===== config.mk =====
export PLATFORM = sky130hd
export DESIGN_NAME = simp_fun_driver
export DESIGN_NICKNAME = d
export VERILOG_FILES = /design/src/rtl/simp_fun_pkg.sv /design/src/rtl/simp_fun_tag_pipe.sv /design/src/rtl/simp_fun_driver.sv
export SDC_FILE = /design/constraint.sdc
export NUM_CORES = 1
export LEC_CHECK = 0
export ABC_AREA = 1
export CAP_MARGIN = 20
export CORE_MARGIN = 5
export CORE_UTILIZATION = 40
export CTS_CLUSTER_SIZE = 28
export DETAILED_ROUTE_END_ITERATION = 6
export GPL_ROUTABILITY_DRIVEN = 0
export SLEW_MARGIN = 20
export SYNTH_ARGS = -nofsm -noshare
export SYNTH_HDL_FRONTEND = slang
export SYNTH_SLANG_ARGS = --single-unit
export TNS_END_PERCENT = 5

===== constraint.sdc =====
create_clock -name clk -period 4.81 [get_ports clk]
set_input_delay 0.962 -clock clk [delete_from_list [all_inputs] [get_ports clk]]
set_output_delay 0.962 -clock clk [all_outputs]
set_load 0.01 [all_outputs]

===== src/rtl/simp_fun_pkg.sv =====
// Shared types for the pipelined-function driver: run-sequencer states and the
// result-capture tag that travels alongside each issued vector.
package simp_fun_pkg;

    typedef enum logic [2:0] {
        ST_IDLE,
        ST_RST_HOLD,
        ST_DRIVE,
        ST_FLUSH,
        ST_DONE
    } drv_state_t;

    // Wide enough for any practical table depth; the driver zero-extends its index.
    localparam int TAG_IDX_W = 16;

    typedef struct packed {
        logic                 valid;
        logic [TAG_IDX_W-1:0] idx;
    } tag_t;

endpackage


===== src/rtl/simp_fun_tag_pipe.sv =====
// LATENCY-deep tag delay line; tag_o is tag_i delayed by LATENCY clock edges.
// No backpressure: shifts every cycle, synchronous reset clears all stages.
module simp_fun_tag_pipe
    import simp_fun_pkg::*;
#(
    parameter int LATENCY = 2
) (
    input  logic clk,
    input  logic rst,
    input  tag_t tag_i,
    output tag_t tag_o
);

    tag_t pipe_q [LATENCY];

    always_ff @(posedge clk) begin
        if (rst) begin
            for (int k = 0; k < LATENCY; k++) begin
                pipe_q[k] <= '0;
            end
        end else begin
            pipe_q[0] <= tag_i;
            for (int k = 1; k < LATENCY; k++) begin
                pipe_q[k] <= pipe_q[k-1];
            end
        end
    end

    assign tag_o = pipe_q[LATENCY-1];

endmodule


===== src/rtl/simp_fun_driver.sv =====
// Self-test initiator: holds the function block in reset, streams the loaded vector
// table one per cycle, flushes LATENCY cycles and captures results; no backpressure.
module simp_fun_driver
    import simp_fun_pkg::*;
#(
    parameter int WIDTH      = 16,
    parameter int DEPTH      = 8,
    parameter int LATENCY    = 2,
    parameter int RST_CYCLES = 3,
    localparam int IDX_W     = (DEPTH > 1) ? $clog2(DEPTH) : 1,
    localparam int CNT_W     = $clog2(DEPTH + 1)
) (
    input  logic             clk,
    input  logic             rst,
    input  logic             ld_clr,
    input  logic             ld_valid,
    input  logic [WIDTH-1:0] ld_a,
    input  logic [WIDTH-1:0] ld_b,
    output logic             ld_ready,
    input  logic             start,
    output logic             dut_rst,
    output logic [WIDTH-1:0] a_out,
    output logic [WIDTH-1:0] b_out,
    input  logic [WIDTH-1:0] c_in,
    input  logic [IDX_W-1:0] rd_idx,
    output logic [WIDTH-1:0] rd_data,
    output logic [CNT_W-1:0] count,
    output logic             busy,
    output logic             done
);

    typedef struct packed {
        logic [WIDTH-1:0] a;
        logic [WIDTH-1:0] b;
    } vec_t;

    localparam int CYC_MAX = (RST_CYCLES > LATENCY) ? RST_CYCLES : LATENCY;
    localparam int CYC_W   = $clog2(CYC_MAX + 1);

    drv_state_t       state_q, state_d;
    logic [CNT_W-1:0] count_q, count_d;
    logic [IDX_W-1:0] idx_q, idx_d;
    logic [CYC_W-1:0] cyc_q, cyc_d;
    vec_t             drive_q, drive_d;
    logic             dut_rst_q, dut_rst_d;
    logic [WIDTH-1:0] rd_data_q;
    logic             ld_we;
    logic             last_vec;

    vec_t             table_q  [DEPTH];
    logic [WIDTH-1:0] result_q [DEPTH];

    tag_t tag_in, tag_out;

    assign ld_ready = (state_q == ST_IDLE) && (count_q < CNT_W'(DEPTH));
    assign last_vec = ((CNT_W'(idx_q) + CNT_W'(1)) == count_q);

    always_comb begin
        state_d = state_q;
        count_d = count_q;
        idx_d   = idx_q;
        cyc_d   = cyc_q;
        drive_d = '0;
        ld_we   = 1'b0;
        case (state_q)
            ST_IDLE: begin
                // Clear beats a same-cycle load; a load alongside start joins the run.
                if (ld_clr) begin
                    count_d = '0;
                end else if (ld_valid && ld_ready) begin
                    ld_we   = 1'b1;
                    count_d = count_q + CNT_W'(1);
                end
                if (start) begin
                    state_d = ST_RST_HOLD;
                    cyc_d   = '0;
                end
            end
            ST_RST_HOLD: begin
                if (cyc_q == CYC_W'(RST_CYCLES - 1)) begin
                    cyc_d = '0;
                    idx_d = '0;
                    if (count_q == '0) begin
                        state_d = ST_FLUSH;
                    end else begin
                        state_d = ST_DRIVE;
                        drive_d = table_q[0];
                    end
                end else begin
                    cyc_d = cyc_q + CYC_W'(1);
                end
            end
            ST_DRIVE: begin
                if (last_vec) begin
                    state_d = ST_FLUSH;
                    cyc_d   = '0;
                end else begin
                    idx_d   = idx_q + IDX_W'(1);
                    drive_d = table_q[idx_d];
                end
            end
            ST_FLUSH: begin
                if (cyc_q == CYC_W'(LATENCY - 1)) begin
                    state_d = ST_DONE;
                end else begin
                    cyc_d = cyc_q + CYC_W'(1);
                end
            end
            ST_DONE: begin
                state_d = ST_IDLE;
            end
            default: begin
                state_d = ST_IDLE;
            end
        endcase
    end

    assign dut_rst_d = (state_d == ST_RST_HOLD);

    always_ff @(posedge clk) begin
        if (rst) begin
            state_q   <= ST_IDLE;
            count_q   <= '0;
            idx_q     <= '0;
            cyc_q     <= '0;
            drive_q   <= '0;
            dut_rst_q <= 1'b1;
            rd_data_q <= '0;
        end else begin
            state_q   <= state_d;
            count_q   <= count_d;
            idx_q     <= idx_d;
            cyc_q     <= cyc_d;
            drive_q   <= drive_d;
            dut_rst_q <= dut_rst_d;
            rd_data_q <= result_q[rd_idx];
        end
    end

    assign tag_in = '{valid: (state_q == ST_DRIVE), idx: TAG_IDX_W'(idx_q)};

    simp_fun_tag_pipe #(
        .LATENCY(LATENCY)
    ) u_tag_pipe (
        .clk   (clk),
        .rst   (rst),
        .tag_i (tag_in),
        .tag_o (tag_out)
    );

    // Storage arrays carry no reset; only entries named by a live tag are written.
    always_ff @(posedge clk) begin
        if (!rst && ld_we) begin
            table_q[count_q[IDX_W-1:0]] <= '{a: ld_a, b: ld_b};
        end
        for (int k = 0; k < DEPTH; k++) begin
            if (!rst && tag_out.valid && (tag_out.idx == TAG_IDX_W'(k))) begin
                result_q[k] <= c_in;
            end
        end
    end

    assign dut_rst = dut_rst_q;
    assign a_out   = drive_q.a;
    assign b_out   = drive_q.b;
    assign rd_data = rd_data_q;
    assign count   = count_q;
    assign busy    = (state_q != ST_IDLE);
    assign done    = (state_q == ST_DONE);

endmodule


* Yosys cells after proc, flatten, opt, wreduce, memory -nomap -nowiden *
Memories as Yosys holds them, arrays and structs flattened. A register that Yosys moved wholly into a read port is not among the register bits.
Index checks and enable logic that the tools add are counted.

word-level totals
  memories kept = 3
  bits in writable memories = 418
  flip-flop bits (word level) = 45
  input port bits = 56
  output and inout port bits = 56
  word-level logic and storage cells = 134

operators by class
  reductions and logical operators = 30
  equality and inequality tests = 20
  bitwise logic cells = 2
  add/subtract/negate cells = 4
  $lt $le $gt $ge = 1
  muxes and demuxes = 67

memory list
  memory             words  width  rd ports  clocked after memory_dff  write ports  line                     text
  table_q            8      32     2         0                         1            simp_fun_driver.sv:50    vec_t table_q [DEPTH];
  result_q           8      16     1         1                         1            simp_fun_driver.sv:51    logic [WIDTH-1:0] result_q [DEPTH];
  u_tag_pipe.pipe_q  2      17     2         0                         2            simp_fun_tag_pipe.sv:14  tag_t pipe_q [LATENCY];

operators by type and width
  kind                 count
  $mux 16              7
  $reduce_or 16->1     7
  $mux 32              3
  $eq 16x3->1 const B  4
  $pmux 32 s2          1
  $mux 3               13
  $mux 17              2
  $eq 16x2->1 const B  2
  $mux 1               32
  $eq 16x1->1 const B  1
  $logic_not 16->1     1
  $logic_and 1x1->1    12
  $pmux 3 s4           1
  $ne 2x2->1 const B   5
  $mux 2               4
  $mux 4               2
  $pmux 2 s4           1
  $eq 3x1->1 const B   2
  $eq 3x2->1 const B   2
  $pmux 3 s2           1
  $add 3x1->4 const B  1
  $add 4x1->4 const B  1
  $eq 4x4->1           1
  $logic_not 4->1      1
  15 further kinds     17

* Logic depth before layout (Yosys ltp) *
Gate-level depths: netlist of the first run.

  depth in word-level cells = 13
  gate-level depth with buffers = 11
  gate-level depth less buffers = 11

* By module *
Synthesis of the first run repeated with hierarchy kept, for this count alone.

unflattened totals
  cells, all modules = 1648
  area total of the unflattened synthesis = 19108.3 um^2

by module, submodules not included
  module             sequential area each (um^2)  instances  area an instance (um^2)  cells each
  simp_fun_driver    12752.2                      1          17994.8                  1525
  simp_fun_tag_pipe  680.7                        1          1113.6                   123

* Worst setup path before layout of the first run *
No wires, ideal clock.

  path type = input -> register
  from = input port ld_valid
  to = memory table_q[1][0] (netlist bit), enable pin
  data required time = 4.349 ns
  data arrival time = 3.505 ns
  library setup time = 0.461 ns
  path buffers = 0
  stages = 4
  slack = 0.844 ns
  path through = nand2_1 inv_1 nand4_1 nor3_1

on the way
  cells in the longest elaborated chain, start to end = 7

ends and longest elaborated chain
  what                          line                    text
  start: declaration            simp_fun_driver.sv:16   input logic ld_valid,
  $logic_and 1x1->1             simp_fun_driver.sv:70   end else if (ld_valid && ld_ready) begin
  $mux 1                        simp_fun_driver.sv:70
  $mux 1                        simp_fun_driver.sv:68   if (ld_clr) begin
  $mux 1                        simp_fun_driver.sv:65   case (state_q)
  $logic_and 1x1->1             simp_fun_driver.sv:153  if (!rst && ld_we) begin
  $mux 1                        simp_fun_driver.sv:153
  $mux 1 (implied by the code)  simp_fun_driver.sv:154  table_q[count_q[IDX_W-1:0]] <= '{a: ld_a, b: ld_b};
  end: declaration              simp_fun_driver.sv:50

No other way between the ends.

* Worst setup path after layout of the first run *
  from = register idx_q[0]
  to = register idx_q[1]

on the way
  cells in the longest elaborated chain, start to end = 4
  elaborated cells between the ends (all ways) = 7
  those cells by class = add/sub: 2; eq/ne: 2; mux: 2; reduce/logical: 1

ends and longest elaborated chain
  what                               line                    text
  start: declaration                 simp_fun_driver.sv:42   logic [IDX_W-1:0] idx_q, idx_d;
  start signal: assignment           simp_fun_driver.sv:132  idx_q <= idx_d;
  $add 3x1->4                        simp_fun_driver.sv:56   assign last_vec = ((CNT_W'(idx_q) + CNT_W'(1)) == count_q);
  $eq 4x4->1                         simp_fun_driver.sv:56
  $ne 2x2->1 (no source line)        -
  $reduce_and 3->1 (no source line)  -

Parallel ways exist; a longest one is shown, timed or not. The select of a mux whose other input is x is not followed.
A chain may end at the register's enable or synchronous reset.

==> results of run 1 <==
-- worst paths after layout --
| kind | from | endpoint | slack, ps | cells after the start |
|---|---|---|---|---|
| setup reg to reg | idx_q[0] | idx_q[1] | 1350 | 10 |
| hold reg to reg | u_tag_pipe.pipe_q[0][0] | u_tag_pipe.pipe_q[0][17] | 400 | 2 |
| hold / removal | u_tag_pipe.pipe_q[0][0] | u_tag_pipe.pipe_q[0][17] | 400 | 2 |
| setup / recovery | idx_q[0] | idx_q[1] | 1350 | 10 |
-- routing by layer --
metal  global-route usage [%]  up-vias  wire length [um]
met5                        0        -                13
met4                     3.99        2               628
met3                     2.95       56              2000
met2                     29.1      289             20600
met1                     23.0     5662             18400
li1                         -     5542                 -
-- worst min-delay path, cell delays in order, from the launching register on --
cell and delay, ps:
dfxtp_1 290, inv_1 40, nor2_1 30
-- power groups by stage --
stage | combinational (uW) | clock, uW | sequential [uW]
5_1_grt | 452 | 3840 | 4310
4_1_cts | 409 | 3680 | 4310
6_report | 405 | 3590 | 4310
2_1_floorplan | 212 | 0 | 4390
3_5_place_dp | 407 | 0 | 4390
3_3_place_gp | 398 | 0 | 4390
-- area by class of cell --
cell class / count / area [sq um]
antenna: 1 / 2.50
clock buffer: 72 / 1340
clock inverter: 15 / 189
fill: 3961 / 23000
inverter: 35 / 133
multi-input combinational: 955 / 4250
sequential: 453 / 12900
tap: 592 / 741
timing repair buffer: 140 / 1360
-- through the flow --
step | hold WS, ps | util, % | worst slack [ps] | total power [uW]
2_1_floorplan | 388 | - | 844 | 4610
3_5_place_dp | 395 | 44.0 | 1430 | 4800
4_1_cts | 403 | 47.5 | 1410 | 8400
6_report | 401 | 47.7 | 1350 | 8310
5_1_grt | 418 | 47.7 | 1080 | 8600
3_3_place_gp | 392 | 44.0 | 1500 | 4790
-- cell families (layout without fill, tap and decap cells) --
| kind of cell | count (synthesis) | count (layout) | synth area share (%) |
|---|---|---|---|
| and+or+nand+nor | 788 | 788 | 18.5 |
| DFF | 453 | 453 | 73.2 |
| buffers and inverters | 124 | 262 | 3.04 |
| adders and majority gates | 7 | 7 | 0.496 |
| other | 0 | 1 | 0 |
| AOI/OAI and AO/OA | 160 | 160 | 4.78 |
-- sequential cells by signal, indices dropped and copies added (netlist names), 4 cells and up --
signal and count:
a_out 16, b_out 16, count 4, rd_data 16, result_q 128, table_q 256, u_tag_pipe.pipe_q 8
-- layout by cell type (no fill, tap or decap), types with 5 or more instances in the layout --
cell and count:
nand3_1 143, inv_1 31, ha_1 6, clkbuf_8 5, edfxtp_1 384, clkinv_2 5, dfxtp_1 68, a21oi_1 42
clkbuf_1 19, a31oi_1 16, nor2_1 138, o21ai_0 95, nand2_1 455, clkdlybuf4s50_1 109, buf_4 26, nand4_1 36
clkbuf_16 48, nor3_2 6
==> impl_metrics.json, run 1 <==
{
  "status": "finished clean",
  "cts_tree": "built",
  "synthTopCellsByArea": "edfxtp_1 (65%), nand2_1 (9.7%), dfxtp_1 (7.8%)",
  "seq_power_share_pct": 51.9,
  "path_max_fanout": 76,
  "htree_levels": 2,
  "setup_viol": 0,
  "crit_path_end_kind": "flip-flop",
  "cts_num_sinks": 453,
  "ys_warn_count": 0,
  "io_pins": 112,
  "die_w_um": 220,
  "arrival_ps": 3900,
  "cts_resized": 0,
  "synth_commonest_cells": "nand2_1 (455), edfxtp_1 (384), nand3_1 (143)",
  "max_stage_delay_ps": 780,
  "grt_max_degree": 94,
  "avgRoutedWirePerCell_um": 18.4,
  "drcViolationCount": 0,
  "cts.clk_slew.worst_paths_ps": 60,
  "rows": 77,
  "synthToLayoutAreaGrowth_pct": 18.7,
  "cp-start-kind": "flip-flop",
  "tns_ps": 0,
  "synth_top_area_share_pct": 65.4,
  "p_sw_uw": 1740,
  "timing.final.crit_share_pct": 71.9,
  "drive_above_1_share_pct": 6.95,
  "path_class": "flip-flop to flip-flop",
  "path_buf_inv": 2,
  "overflow": 0,
  "worstMarginPinSlew_ps": 1070,
  "ir_worst_vdd_uv": 316,
  "start_util_pct": 40.2,
  "sw_frac_of_total_pct": 20.9,
  "skew_ps": 20.1,
  "crit_top_cell": "nand2_1",
  "wl_um": 41600,
  "fin_cells": 2263,
  "powerDensity_nw_per_um2": 397,
  "ys_seq_area_share_pct": 73.2,
  "die_area_sq_um": 48400,
  "worst_path_dominant_cell_family": "simple AND/OR/NAND/NOR gates",
  "drt_iter0_drc": 978,
  "clockBufferDepth": 3,
  "dpl.hpwl_um": 22500,
  "p_leak_uw": 0.00730,
  "rsz0062_at_grt": "no",
  "grt_use_total_pct": 17.1,
  "hold_viol_final": 0,
  "portBuffers": 111,
  "clock.fmax_ghz": 0.289,
  "ys_ff_latch": 453,
  "critical_path.cell_chain": "buf_4 -> nand3_1 -> nand2_1 -> inv_1 -> nor2_1 -> nand2_2 -> nand2_1 -> nor2_1 -> nand2_1 -> nand2_1",
  "core_sq_um": 43900,
  "pwr-share-comb_pct": 4.9,
  "cap_violations": 0,
  "power_frac_clock_pct": 43.3,
  "syn_avg_cell_area_sq_um": 11.5,
  "p_int_uw": 6570,
  "placedInstanceArea_sq_um": 19300,
  "numCtsBuffers": 47,
  "cts_root_buf": "clkbuf_16",
  "first_global_vias": 11500,
  "clock_latency_ps": 570,
  "via_per_inst": 5.10,
  "worst_ep_required_time_ps": 5260,
  "placedCellCount": 2173,
  "netlist_area_sq_um": 17600,
  "ys.flop_type": "edfxtp_1",
  "synth-async-reset-ratio_pct": 0,
  "firstDrtPassIters": 5,
  "drv_slew": 0,
  "cts_setup_buffers": 0,
  "min_path_type": "flip-flop to flip-flop",
  "grt_pass1_wl_um": 64900,
  "die_h_um": 220,
  "syn-num-nets": 1595,
  "ys_types": 24,
  "hold_buffers": 0,
  "slew_headroom_pct": 29.0,
  "syn_inst": 1532,
  "final.min_clock_period_ps": 3460,
  "layout.nets": 1695,
  "via_count": 11600,
  "synth_edf_count": 384,
  "yosysMostFrequentCell": "nand2_1",
  "stdcell_area_sq_um": 20900,
  "yosysTopAreaCell": "edfxtp_1",
  "antenna_found_initial": 2,
  "ant_nets": 0,
  "crit_slowest_cell": "dfxtp_4"
}
No activity file was read; power rests on OpenSTA's default activity.
==> inputs of run 2 (changes only) <==
Clock period 4.81 ns to 3.15 ns, I/O delays scaled along.
==> run 2 against run 1 <==
Clock skew decreased by 8.0 ps. Global-route usage decreased by 0.080 points. Die area unchanged. Highest routed layer is now met4. Critical path depth decreased by 6. Clock-buffer cell count decreased by 11.
==> impl_metrics.json, run 2 (same netlist as run 1, synthesis figures left out) <==
{
  "worst_ep_required_time_ps": 2520,
  "clock_latency_ps": 570,
  "rows": 77,
  "final_common_cell": "nand2_1",
  "setup_viol": 0,
  "hold_buffers": 0,
  "final.min_clock_period_ps": 2560,
  "dpl_worst_slack_ps": 592,
  "antenna_cells": 0,
  "path_class": "flip-flop to output pin",
  "drcViolationCount": 0,
  "layout.nets": 1708,
  "path_max_fanout": 4,
  "skew_ps": 12.1,
  "layout_common_cells": "nand2_1 (455), edfxtp_1 (384), nand3_1 (143)",
  "die_h_um": 220,
  "first_global_vias": 11500,
  "cp-start-kind": "flip-flop",
  "crit_path_end_kind": "output pin",
  "ant_nets": 0,
  "die_w_um": 220,
  "cts_root_buf": "clkbuf_16",
  "overflow": 0,
  "drv_slew": 0,
  "fillCellCount": 3911,
  "core_sq_um": 43900,
  "cap_violations": 0,
  "cts_resized": 0,
  "powerDensity_nw_per_um2": 600,
  "largest_reg_flops": 256,
  "cts_num_sinks": 453,
  "clock.fmax_ghz": 0.391,
  "worstMarginPinSlew_ps": 987,
  "cts_tree": "built",
  "avgRoutedWirePerCell_um": 18.1,
  "status": "finished clean",
  "htree_levels": 2,
  "stdcell_area_sq_um": 21000,
  "whs_ps": 398,
  "arrival_ps": 1930,
  "via_count": 11500,
  "drive_above_1_share_pct": 7.55,
  "cts.clk_slew.worst_paths_ps": 60,
  "slew_headroom_pct": 34.2,
  "drt_iter0_drc": 890,
  "numCtsBuffers": 47,
  "timing.final.crit_share_pct": 81.1,
  "ir_worst_vdd_uv": 403,
  "placedInstanceArea_sq_um": 19500,
  "clockBufferDepth": 3,
  "synthToLayoutAreaGrowth_pct": 19.2,
  "io_pins": 112,
  "grt_pass1_wl_um": 64400,
  "firstDrtPassIters": 5,
  "grt_use_total_pct": 17.0,
  "start_util_pct": 40.2,
  "rsz0062_at_grt": "no",
  "antenna_found_initial": 0,
  "hold_viol_final": 0,
  "wl_um": 41200,
  "die_area_sq_um": 48400,
  "dpl.hpwl_um": 22700,
  "p_leak_uw": 0.00736,
  "portBuffers": 111,
  "fin_util_pct": 47.9,
  "fin_ws_ps": 594,
  "grt_max_degree": 85,
  "cts_setup_buffers": 0,
  "min_path_type": "flip-flop to flip-flop",
  "via_per_inst": 5.07
}
-- run 2: through the flow --
stage,instances,total power (uW),setup TNS [ps]
global placement,2188,7320,0
global route,2274,13100,0
finish,2274,12600,0
detailed placement,2188,7340,0
floorplan,1532,7030,-145130
CTS,2274,12800,0
-- run 2: final timing paths --
path / slack [ps] / cells after the start / endpoint / start
setup reg to reg: 860 / 11 / a_out[7] / idx_q[1]
hold / removal: 400 / 2 / u_tag_pipe.pipe_q[0][17] / u_tag_pipe.pipe_q[0][0]
hold reg to reg: 400 / 2 / u_tag_pipe.pipe_q[0][17] / u_tag_pipe.pipe_q[0][0]
setup / recovery: 590 / 4 / ld_ready / state_q[1]
-- run 2: layer usage --
| metal | global-route usage [%] | vias up | part of all wire, % |
|---|---|---|---|
| li1 | - | 5565 | - |
| met4 | 4.64 | 0 | 2.0 |
| met1 | 22.3 | 5598 | 44 |
| met2 | 28.8 | 307 | 49 |
| met3 | 3.64 | 64 | 5.5 |
| met5 | 0 | - | 0 |
-- run 2: layout make-up --
type	instances	area [sq um]	area share (%)
flip-flops and latches	453	12900	61.4
multi-input cells	955	4250	20.2
inverters	35	133	0.631
repair buffers	153	1490	7.09
well taps	592	741	3.52
clock buffers	61	1250	5.94
clock inverters	25	255	1.21
-- run 2: report_power, final --
part | internal (uW) | switching, uW | leakage [uW]
clock | 3140 | 2270 | 0.000732
combinational | 227 | 408 | 0.00261
sequential | 6550 | 24.0 | 0.00402
total | 9910 | 2700 | 0.00736
-- run 2: critical path, cell delays in order, from the launching register on --
cell             delay, ps
dfxtp_1                340
inv_1                  160
nand3_1                160
nor2_1                 140
clkdlybuf4s50_1        550
==> inputs of run 3 (changes only) <==
Clock period 3.15 ns to 2.4 ns, I/O delays scaled along.
==> run 3 against run 2 <==
Wire length is 0.98% lower. Final cell count is 0.18% higher. Via count is 0.15% lower. Clock power is 32% higher. Worst setup slack worse by 480 ps. Core utilization is 0.76 points higher. Non-clock buffer count stayed put. Largest power group unchanged.
==> impl_metrics.json, run 3 (same netlist as run 1, synthesis figures left out) <==
{
  "status": "finished clean",
  "slew_headroom_pct": 56.0,
  "p_leak_uw": 0.00744,
  "p_int_uw": 13000,
  "final_common_cell": "nand2_1",
  "cap_violations": 0,
  "ant_nets": 0,
  "grt_use_total_pct": 16.9,
  "io_pins": 112,
  "path_class": "flip-flop to output pin",
  "first_global_vias": 11400,
  "rr_endpoint": "a_out[3]",
  "path_max_fanout": 4,
  "die_h_um": 220,
  "via_count": 11500,
  "clock_latency_ps": 580,
  "overflow": 0,
  "crit_path_end": "ld_ready",
  "skew_ps": 14.4,
  "sw_frac_of_total_pct": 21.6,
  "largest_reg_flops": 256,
  "rsz0062_at_grt": "no",
  "wl_um": 40800,
  "hold_buffers": 0,
  "p_sw_uw": 3590,
  "seq_power_share_pct": 51.9,
  "grt_pass1_wl_um": 63800,
  "arrival_ps": 1800,
  "avgRoutedWirePerCell_um": 17.9,
  "reg2reg_depth": 10,
  "core_sq_um": 43900,
  "worstHoldStart": "u_tag_pipe.pipe_q[0][1]",
  "portBuffers": 111,
  "ir_worst_vdd_uv": 649,
  "cts_resized": 0,
  "timing.final.crit_share_pct": 95.1,
  "htree_levels": 2,
  "drv_slew": 0,
  "clockBufferDepth": 3,
  "antenna_cells": 0,
  "final.min_clock_period_ps": 2280,
  "layout_common_cells": "nand2_1 (454), edfxtp_1 (384), nand3_1 (142)",
  "drt_iter0_drc": 734,
  "powerDensity_nw_per_um2": 778,
  "whs_ps": 388,
  "synthToLayoutAreaGrowth_pct": 21.1,
  "start_util_pct": 40.2,
  "worst_ep_required_time_ps": 1920,
  "worstMarginPinSlew_ps": 659,
  "die_area_sq_um": 48400,
  "antenna_found_initial": 0,
  "dpl.hpwl_um": 22000,
  "p_total_uw": 16600,
  "cts_tree": "built",
  "cp-start-kind": "flip-flop",
  "setup_viol": 0,
  "die_w_um": 220,
  "clock.fmax_ghz": 0.438,
  "numCtsBuffers": 48,
  "crit_path_end_kind": "output pin",
  "firstDrtPassIters": 5,
  "drcViolationCount": 0,
  "cts_setup_buffers": 0,
  "cts_root_buf": "clkbuf_16",
  "cts.clk_slew.worst_paths_ps": 60,
  "drive_above_1_share_pct": 8.60,
  "layout.nets": 1709,
  "cts_num_sinks": 453,
  "hold_viol_final": 0,
  "via_per_inst": 5.06,
  "r2r-start": "idx_q[0]",
  "rows": 77,
  "power_frac_clock_pct": 42.9,
  "crit_start": "state_q[1]",
  "hold-path-cell-count": 2,
  "min_path_type": "flip-flop to flip-flop",
  "pwr-share-comb_pct": 5.2,
  "regToRegSetupSlack_ps": 400,
  "grt_max_degree": 129
}
-- run 3: changes by cell type in the layout (fill, tap and decap cells not counted), moves of 2 or more --
| cell | previous run | this run |
|---|---|---|
| clkbuf_8 | 2 | 6 |
| dfxtp_1 | 68 | 65 |
| buf_4 | 36 | 17 |
| buf_12 | 6 | 25 |
| inv_1 | 31 | 28 |
| clkinv_1 | 11 | 5 |
| inv_4 | 0 | 3 |
| dfxtp_2 | 0 | 2 |
| nor3_4 | 2 | 8 |
| clkinvlp_4 | 0 | 3 |
| nor3_2 | 6 | 0 |
| bufinv_16 | 4 | 2 |
| clkinv_2 | 7 | 10 |
-- run 3: how the worst min path moves through the flow --
stage                                          end  slack (ps)
after floorplan           u_tag_pipe.pipe_q[0][17]         390
after global placement    u_tag_pipe.pipe_q[0][17]         390
after detailed placement  u_tag_pipe.pipe_q[0][17]         390
after CTS                 u_tag_pipe.pipe_q[0][18]         390
after global routing      u_tag_pipe.pipe_q[0][18]         400
final                     u_tag_pipe.pipe_q[0][18]         390
-- run 3: power by group through the flow --
stage                     Sequential [uW]  Clock [uW]  Combinational (uW)
after floorplan                      8800           0                 438
after global placement               8790           0                 855
after detailed placement             8790           0                 874
after CTS                            8630        7280                 877
after global routing                 8630        7620                 970
final                                8630        7120                 868
-- run 3: critical path: stages (launching register included) --
cell	delay [ps]
dfxtp_2	340
inv_2	110
nand3_4	100
nor2_4	130
clkdlybuf4s50_1	540
-- run 3: layout make-up --
class,count,area [sq um]
clock buffer,67,1330
sequential,453,12900
clock inverter,23,196
timing repair buffer,153,1730
multi-input combinational,955,4310
inverter,35,139
fill,3872,22600
tap,592,741
-- run 3: routing by layer --
metal  share of wire (%)  GRT usage [%]  routed length (um)
met1                  45           22.4               18200
met2                  49           28.7               19900
met3                 4.4           3.05                1810
met4                 2.0           4.56                 835
met5                   0              0                   0
-- run 3: metrics by stage --
| step | worst slack (ps) | instance area (sq um) | TNS [ps] | utilization, % | instances |
|---|---|---|---|---|---|
| after floorplan | -104 | 17800 | -13350 | - | 1532 |
| after global placement | 231 | 19800 | 0 | 45.2 | 2188 |
| after detailed placement | 237 | 19800 | 0 | 45.2 | 2188 |
| after CTS | 77.5 | 21400 | 0 | 48.6 | 2278 |
| after global routing | 27.7 | 21400 | 0 | 48.6 | 2278 |
| final | 117 | 21400 | 0 | 48.6 | 2278 |
